$ cat src/rtl/regfile_pkg.sv
// Shared definitions for the multi-port register file.
// Holds the default geometry, the register-address type and the index
// of the hardwired zero register.
package regfile_pkg;

  localparam int DEFAULT_WIDTH = 32;
  localparam int DEFAULT_DEPTH = 32;
  localparam int DEFAULT_AW    = $clog2(DEFAULT_DEPTH);

  typedef logic [DEFAULT_AW-1:0] reg_addr_t;

  // Register 0 is never stored: it reads zero and is never busy.
  localparam reg_addr_t REG_ZERO = '0;

endpackage

$ cat src/rtl/rf_scoreboard.sv
// Busy-bit scoreboard for the register file.
// One bit per architectural register except r0. A reserve sets a bit,
// either write port clears the bit for its address, and a reserve that
// lands on the same address as a write in the same cycle wins, so a new
// producer can issue in the very cycle its predecessor retires.
module rf_scoreboard
  import regfile_pkg::*;
#(
  parameter int DEPTH = DEFAULT_DEPTH,
  parameter int AW    = $clog2(DEPTH)
) (
  input  logic          clk_i,
  input  logic          rst_i,
  input  logic          set_en_i,
  input  logic [AW-1:0] set_addr_i,
  input  logic          clr_a_en_i,
  input  logic [AW-1:0] clr_a_addr_i,
  input  logic          clr_b_en_i,
  input  logic [AW-1:0] clr_b_addr_i,
  input  logic [AW-1:0] lookup1_addr_i,
  input  logic [AW-1:0] lookup2_addr_i,
  output logic          busy1_o,
  output logic          busy2_o
);

  logic [DEPTH-1:1] busy_q;
  logic [DEPTH-1:1] busy_d;
  logic [DEPTH-1:0] busy_vec;

  // Next busy state: clears from both write ports first, reserve last.
  always_comb begin
    busy_d = busy_q;
    for (int i = 1; i < DEPTH; i++) begin
      if (clr_a_en_i && (clr_a_addr_i == AW'(i))) busy_d[i] = 1'b0;
      if (clr_b_en_i && (clr_b_addr_i == AW'(i))) busy_d[i] = 1'b0;
      if (set_en_i   && (set_addr_i   == AW'(i))) busy_d[i] = 1'b1;
    end
  end

  // Busy register; reset overrides any set or clear in the same cycle.
  always_ff @(posedge clk_i) begin
    if (rst_i) busy_q <= '0;
    else       busy_q <= busy_d;
  end

  // Full-width view with r0 hardwired idle, so lookups need no guard.
  always_comb begin
    busy_vec = {busy_q, 1'b0};
    busy1_o  = busy_vec[lookup1_addr_i];
    busy2_o  = busy_vec[lookup2_addr_i];
  end

endmodule

$ cat src/rtl/regfile_mp.sv
// Two-write, two-read register file with per-register busy scoreboard.
// Port A is the ALU/writeback path, port B the load-return path; when
// both hit the same register in one cycle, port B's data is kept.
// Optional feature: define REGFILE_BYPASS_EN for same-cycle
// write-to-read forwarding on both read ports.
module regfile_mp
  import regfile_pkg::*;
#(
  parameter  int WIDTH = DEFAULT_WIDTH,
  parameter  int DEPTH = DEFAULT_DEPTH,
  localparam int AW    = $clog2(DEPTH)
) (
  input  logic             Clk,
  input  logic             Rst,
  input  logic [AW-1:0]    Ard1,
  input  logic [AW-1:0]    Ard2,
  output logic [WIDTH-1:0] Dout1,
  output logic [WIDTH-1:0] Dout2,
  output logic             Busy1,
  output logic             Busy2,
  input  logic [AW-1:0]    Awr,
  input  logic [WIDTH-1:0] Din,
  input  logic             WrEn,
  input  logic [AW-1:0]    Awr2,
  input  logic [WIDTH-1:0] Din2,
  input  logic             WrEn2,
  input  logic             RsvEn,
  input  logic [AW-1:0]    Arsv
);

  logic [WIDTH-1:0] mem_q   [1:DEPTH-1];
  logic [WIDTH-1:0] mem_d   [1:DEPTH-1];
  logic [WIDTH-1:0] rd_view [DEPTH];
  logic             sb_busy1;
  logic             sb_busy2;

  // Next data state: port A first, port B applied after so it wins.
  always_comb begin
    for (int i = 1; i < DEPTH; i++) begin
      mem_d[i] = mem_q[i];
      if (WrEn  && (Awr  == AW'(i))) mem_d[i] = Din;
      if (WrEn2 && (Awr2 == AW'(i))) mem_d[i] = Din2;
    end
  end

  // Data registers; reset discards any write in the same cycle.
  always_ff @(posedge Clk) begin
    for (int i = 1; i < DEPTH; i++) begin
      if (Rst) mem_q[i] <= '0;
      else     mem_q[i] <= mem_d[i];
    end
  end

  // Read view with r0 hardwired to zero.
  always_comb begin
    rd_view[0] = '0;
    for (int i = 1; i < DEPTH; i++) rd_view[i] = mem_q[i];
  end

  rf_scoreboard #(
    .DEPTH (DEPTH),
    .AW    (AW)
  ) u_scoreboard (
    .clk_i          (Clk),
    .rst_i          (Rst),
    .set_en_i       (RsvEn),
    .set_addr_i     (Arsv),
    .clr_a_en_i     (WrEn),
    .clr_a_addr_i   (Awr),
    .clr_b_en_i     (WrEn2),
    .clr_b_addr_i   (Awr2),
    .lookup1_addr_i (Ard1),
    .lookup2_addr_i (Ard2),
    .busy1_o        (sb_busy1),
    .busy2_o        (sb_busy2)
  );

`ifdef REGFILE_BYPASS_EN
  // Forwarding reads: an in-flight write to the read address supplies the
  // data and retires the reservation, unless a new reserve hits it too.
  always_comb begin
    Dout1 = rd_view[Ard1];
    Busy1 = sb_busy1;
    Dout2 = rd_view[Ard2];
    Busy2 = sb_busy2;
    if (Ard1 != AW'(REG_ZERO)) begin
      if (WrEn && (Awr == Ard1)) begin
        Dout1 = Din;
        Busy1 = RsvEn && (Arsv == Ard1);
      end
      if (WrEn2 && (Awr2 == Ard1)) begin
        Dout1 = Din2;
        Busy1 = RsvEn && (Arsv == Ard1);
      end
    end
    if (Ard2 != AW'(REG_ZERO)) begin
      if (WrEn && (Awr == Ard2)) begin
        Dout2 = Din;
        Busy2 = RsvEn && (Arsv == Ard2);
      end
      if (WrEn2 && (Awr2 == Ard2)) begin
        Dout2 = Din2;
        Busy2 = RsvEn && (Arsv == Ard2);
      end
    end
  end
`else
  // Plain reads of the stored state.
  always_comb begin
    Dout1 = rd_view[Ard1];
    Busy1 = sb_busy1;
    Dout2 = rd_view[Ard2];
    Busy2 = sb_busy2;
  end
`endif

endmodule

$ cat config.mk
export PLATFORM = sky130hd
export DESIGN_NAME = regfile_mp
export DESIGN_NICKNAME = d
export VERILOG_FILES = /design/src/rtl/regfile_pkg.sv /design/src/rtl/rf_scoreboard.sv /design/src/rtl/regfile_mp.sv
export SDC_FILE = /design/constraint.sdc
export NUM_CORES = 2
export LEC_CHECK = 0
export BUFFER_PORTS_ARGS = -buffer_cell sky130_fd_sc_hd__clkbuf_2
export CELL_PAD_IN_SITES_DETAIL_PLACEMENT = 1
export CELL_PAD_IN_SITES_GLOBAL_PLACEMENT = 1
export CORE_MARGIN = 4
export CORE_UTILIZATION = 30
export CTS_CLUSTER_SIZE = 40
export DETAILED_ROUTE_END_ITERATION = 16
export PLACE_DENSITY_LB_ADDON = 0.2
export SYNTH_ARGS = -nofsm -noshare
export SYNTH_HDL_FRONTEND = slang
export SYNTH_SLANG_ARGS = --single-unit
$ cat constraint.sdc
create_clock -name Clk -period 2.5 [get_ports Clk]
set_input_delay 0.25 -clock Clk [delete_from_list [all_inputs] [get_ports Clk]]
set_output_delay 0.25 -clock Clk [all_outputs]
set_load 0.01 [all_outputs]
## After elaboration in Yosys (flattened, before gate mapping)

Memories as Yosys holds them, arrays and structs flattened.
Cells that the tools add are included.
W data, S select, Z words.

| operators by class | value |
|---|---|
| magnitude comparators | 4 |
| equal/unequal tests | 93 |
| multiplexer cells | 199 |
| bitwise operators | 33 |
| reductions and logical operators | 124 |

Operators with widths:

| cell | number |
|---|---|
| $mux W32 | 97 |
| $bmux W32 S5 | 2 |
| $eq A5 B5 Y1 const B | 48 |
| $eq A5 B4 Y1 const B | 24 |
| $mux W1 | 98 |
| $logic_and A1 B1 Y1 | 93 |
| $reduce_bool A3 Y1 | 31 |
| $eq A5 B3 Y1 const B | 12 |
| $or A1 B1 Y1 | 31 |
| $eq A5 B2 Y1 const B | 6 |
| $eq A5 B1 Y1 const B | 3 |
| $ge A6 B6 Y1 const B | 2 |
| $lt A5 B6 Y1 const B | 2 |
| $not A5 Y6 | 2 |
| $bmux W1 S5 | 2 |

| word-level totals | value |
|---|---|
| flip-flop bits (word level) | 31 |
| memory bits (writable) | 992 |
| input port bits | 94 |
| output and inout port bits | 66 |
| logic and storage cells | 485 |
| memories | 1 |

Memories:

| memory | depth | bits a word | read ports | clocked after memory_dff | write ports | line | text |
|---|---|---|---|---|---|---|---|
| mem_q | 31 | 32 | 31 | 0 | 31 | regfile_mp.sv:31 | `logic [WIDTH-1:0] mem_q [1:DEPTH-1];` |

## Longest topological paths before layout

| depth | value |
|---|---|
| depth after elaboration | 5 |
| mapped depth | 9 |

## By module

Synthesis repeated with hierarchy kept, for this count alone.

| unflattened totals | value |
|---|---|
| cell total of the unflattened synthesis | 7,464 |
| area total of the unflattened synthesis | 63,064.2 sq um |

Modules (own cells, without submodules):

| module | times used | cells each | area an instance (sq um) |
|---|---|---|---|
| regfile_mp | 1 | 7,212 | 60,908.4 |
| rf_scoreboard | 1 | 252 | 2,155.8 |

## Worst setup path before layout

OpenSTA, ideal clock, no wires.

| timing path | value |
|---|---|
| kind | input-to-output |
| start | in Ard1[0] |
| end | out Dout1[21] |
| arrival | 1,692 ps |
| data required time | 2,250 ps |
| slack | 558 ps |
| cell stages on the path | 9 |
| path through | buf_2 > buf_2 > and2_1 > clkbuf_1 > buf_2 > buf_1 > nand2_1 > nand3_1 > nand3_1 |

| between the ends | value |
|---|---|
| cells in the longest elaborated chain, start to end | 4 |

Ends and longest elaborated chain:

| what | line | text |
|---|---|---|
| start, declared | regfile_mp.sv:15 | `input logic [AW-1:0] Ard1,` |
| $not A5 Y6 (implied by the code) | regfile_mp.sv:110 | `Dout1 = rd_view[Ard1];` |
| $bmux W32 S5 | regfile_mp.sv:110 |  |
| $mux W32 (implied by the code) (2 in a row) | regfile_mp.sv:110 |  |
| end, declared | regfile_mp.sv:17 | `output logic [WIDTH-1:0] Dout1,` |

Every way passes these cells. The select of a mux whose other input is x is not followed.

==> results.txt <==
STA classifies the critical path endpoint as an output pin. The growth of design area from synthesis to finish came out at 23.39%. The adder-cell share of the synthesized area came out at 0%. The initial antenna violation count came to 17.

Port buffering added 159 buffers. The aggregate routed wire length is 326.6 mm. For the pin with the worst max-slew slack, the measured transition is 1.113 ns. The initial standard-cell utilization of the core is 30.23%.

The core occupancy in the finished layout is 37.30%. The worst path uses 117.1% of the clock period. The run finished, with violations left. Setup violations remaining at the end of the flow were counted as 65.

Sorting the synthesized cells by area gives the leading types as sky130_fd_sc_hd__dfxtp_1 33%, sky130_fd_sc_hd__mux2i_1 23%, sky130_fd_sc_hd__a211oi_1 7.7%. Setup repair after global routing could not meet its margin everywhere. The total track usage is 28.97%. The number of optimization iterations in the first detailed-route pass is 6.

The headroom to the max-slew limit is 25.83%. The number of hold-slack violations in the final timing report is 0. The net switching component of the power is 12.96 mW. The distinct cell type count of the synthesized netlist came out at 33. The mean routed wirelength per cell is 31.98 um.

In this run the number of H-tree levels came out at 4. The number of I/O pins is 160. Measured against the total synthesized area, the mux share comes to 26.41%. At the end of routability-driven placement, the weighted congestion stood at 0.8716. The leakage power of the design is 28.58 nW. The count of flip-flops with a built-in enable after synthesis is 0. The setup clock skew after layout came out at 0 ns. The internal portion of total power came out at 31.01 mW. TritonCTS built the clock tree.

The initial detailed-routing violation count is 5332. In the synthesized netlist the dominant register cell turns out to be sky130_fd_sc_hd__dfxtp_1. STA puts the critical path data arrival time at 2.68 ns. Power comes to 43.97 mW. The floorplan step set the die height to 465.3 um. The flop and latch count out of synthesis came out at 1023.

The layer with the highest usage after global routing is met2. The gate count of the mapped netlist is 7427. After clock tree synthesis, the clock-pin slew on the worst setup and hold paths is 0.06 ns. The global route total overflow came out at 0.

The worst-case clock buffer depth is 3. The final reports fail on setup timing. The share of post-route cells with drive strength above 1 is 19.62%. OpenSTA, run right after detailed placement, puts the worst setup slack at -0.4576 ns.

Averaged over all synthesized cells, the footprint is 8.446 sq um. The biggest area consumer among synthesized cells is sky130_fd_sc_hd__dfxtp_1. The power share of the combinational group is 15.4%. The achievable frequency came out at 0.3417 GHz. The time the final worst path needs with I/O delays and setup came out at 2.927 ns. The global-route track usage on met1 came out at 38.46%. The clock net in this run drives a total of 1023 sinks. The met2 global-route usage is 46.30%. After synthesis, the largest area contributor takes up 32.65% of total cell area.

After detailed routing, the number of vias per cell comes to 6.149. The fraction of registers with async set/reset is 0%. The number of global-route vias before repair was 63500.

For this design the ratio of total power to cell area is 568.1 nW/um^2. The wire length of the first global-routing pass came out at 469.3 mm. The horizontal die dimension came out at 465.3 um.

In this run the cell area of the synthesized design comes to 62730 sq um. TritonCTS created 132 clock buffers. The worst hold path belongs to the class input port to register. During synthesis, Yosys emitted a total of 0 warnings. The switching fraction of total power came out at 29.48%.

Summing the areas of all compound-gate instances in the mapped netlist gives 18.86% of the synthesized area. Once placement completed, the tool counted placed cells totaling 9961. The count of maximum capacitance violations came out at 0. The worst setup path is launched from a register. The simple-gate area share of the yosys netlist came out at 15.77%. The floorplan step defined a core boundary enclosing 207500 sq um.

The global-route met3 utilization is 4.874%. For the worst setup path, the data required time is 2.25 ns. The estimated wirelength of the detail-placed design is 205.7 mm.

The number of max-slew violations in the final report is 0. After detailed routing, the number of remaining DRC violations is 0. In this run the clock root is driven by a sky130_fd_sc_hd__clkbuf_16. The maximum vdd drop is 0.6013 mV. The critical path is of the register to output pin type. The count of antenna-violating nets left after detailed routing came out at 0. The proportion of power drawn by flip-flops and latches is 38.4%. The pin count of the biggest net entering global routing came out at 101. After floorplanning, the core was divided into 167 placement rows. The share of power burned in the clock network is 46.2%. The number of nets in the final layout came out at 7407.

The dominant combinational cell family by area after synthesis is multiplexers. The die covers 216500 sq um. The synthesized netlist devotes 0% of its cell area to XOR and XNOR gates. The worst-case setup margin in the final layout came out at -0.4267 ns. The clock latency on the worst-skew pair came out at 0.80 ns. The worst hold slack is 0.05974 ns. Counting the fill cells in the layout gives 23500. The vias after detailed routing came out at 62800. Summing the sequential cell areas from Yosys gives 32.65% of the chip area. The top fanout value on the critical path is 3.

The number of nets produced by synthesis is 7521. The count of cells in the finished layout, fillers not included, comes to 10210.
## final cells by class
type | instances | area, sq um | area share (%)
Multi-Input combinational cell | 5452 | 40980 | 52.95
Sequential cell | 1023 | 20580 | 26.59
Timing Repair Buffer | 704 | 7845 | 10.14
Clock buffer | 204 | 4040 | 5.220
Tap cell | 2788 | 3488 | 4.507
Clock inverter | 33 | 440.4 | 0.5691
Antenna cell | 9 | 22.52 | 0.02910
## timing repair
| action | CTS | global route |
|---|---|---|
| endpoints found under the setup margin | 66 | 66 |
| pin swaps | 65 | 48 |
| endpoints found under the hold margin | 66 | 0 |
| gates resized for setup | 379 | 224 |
| buffers inserted | 7 | 4 |
| hold buffers | 14 | 0 |
## per-stage QoR
stage               area (sq um)  TNS [ns]
finish                     77400    -13.22
global route               77380    -17.68
CTS                        76450    -18.32
detailed placement         69990    -5.563
global placement           69990    -4.412
floorplan                  62730         0
## worst paths after layout
check        slack, ns  depth (start not counted)            end           from
max reg2reg       1.56                          4   mem_q[0][61]   mem_q[0][61]
min reg2reg       0.49                          2  mem_q[0][200]  mem_q[0][200]
max              -0.43                          7      Dout2[16]  mem_q[0][240]
min               0.06                          4  mem_q[0][246]       Din2[22]
## logic make-up after synthesis
family | Yosys count
compound gates | 1564
buf+inv | 952
flops | 1023
mux | 1564
simple gates | 2324
## registers in the layout, indices dropped and copies added (netlist names)
name	flops
u_scoreboard.busy_q	31
mem_q	992
## Yosys cell counts (66+ instances only)
cell type	instances
sky130_fd_sc_hd__a211oi_1	640
sky130_fd_sc_hd__a21oi_1	148
sky130_fd_sc_hd__a221oi_1	66
sky130_fd_sc_hd__a22oi_1	277
sky130_fd_sc_hd__a311oi_1	352
sky130_fd_sc_hd__a31oi_1	66
sky130_fd_sc_hd__buf_2	161
sky130_fd_sc_hd__clkbuf_1	708
sky130_fd_sc_hd__dfxtp_1	1023
sky130_fd_sc_hd__mux2_2	66
sky130_fd_sc_hd__mux2i_1	1432
sky130_fd_sc_hd__mux4_2	66
sky130_fd_sc_hd__nand2_1	536
sky130_fd_sc_hd__nand3_1	551
sky130_fd_sc_hd__nor2_1	1037
sky130_fd_sc_hd__nor2b_1	80
sky130_fd_sc_hd__nor3_1	70
## power groups by stage
stage | clock [mW] | sequential [mW] | combinational, mW
after CTS | 20.6 | 16.9 | 6.46
after detailed placement | 0 | 17.2 | 6.09
after global routing | 21.2 | 16.9 | 7.00
after floorplan | 0 | 17.1 | 3.18
after global placement | 0 | 17.2 | 6.03
final | 20.3 | 16.9 | 6.77
## worst max-delay path, stage by stage (launching register included)
cell                      delay (ns)
sky130_fd_sc_hd__dfxtp_2        0.33
sky130_fd_sc_hd__mux4_2         0.48
sky130_fd_sc_hd__nor2b_2        0.14
sky130_fd_sc_hd__nor3_2         0.07
sky130_fd_sc_hd__a31oi_1        0.24
sky130_fd_sc_hd__buf_4          0.21
sky130_fd_sc_hd__nand3_4        0.20
sky130_fd_sc_hd__buf_8          0.19
## cells in the final DEF, fill, tap and decap left out, drive strengths merged, types with 2 or more instances in the layout
cell type	n
buf	594
clkbuf	300
a21oi	148
mux2i	1432
a311oi	352
a22oi	277
a211oi	640
dlygate4sd3	14
or2	2
dfxtp	1023
diode	9
nor2b	80
clkinv	16
inv	6
nand2b	13
nand4b	3
clkinvlp	3
and2	4
nand3b	3
nand2	537
a32oi	15
mux4	66
nor2	1051
nor3	75
nand3	551
a221oi	66
mux2	66
or3	3
a31oi	66
bufinv	8
## layer usage
layer | vias up | routed length, um
li1 | 27270 | -
met1 | 32620 | 143100
met2 | 2225 | 147500
met3 | 682 | 20410
met4 | 6 | 15490
met5 | - | 57
(Power assumes the default switching activity.)
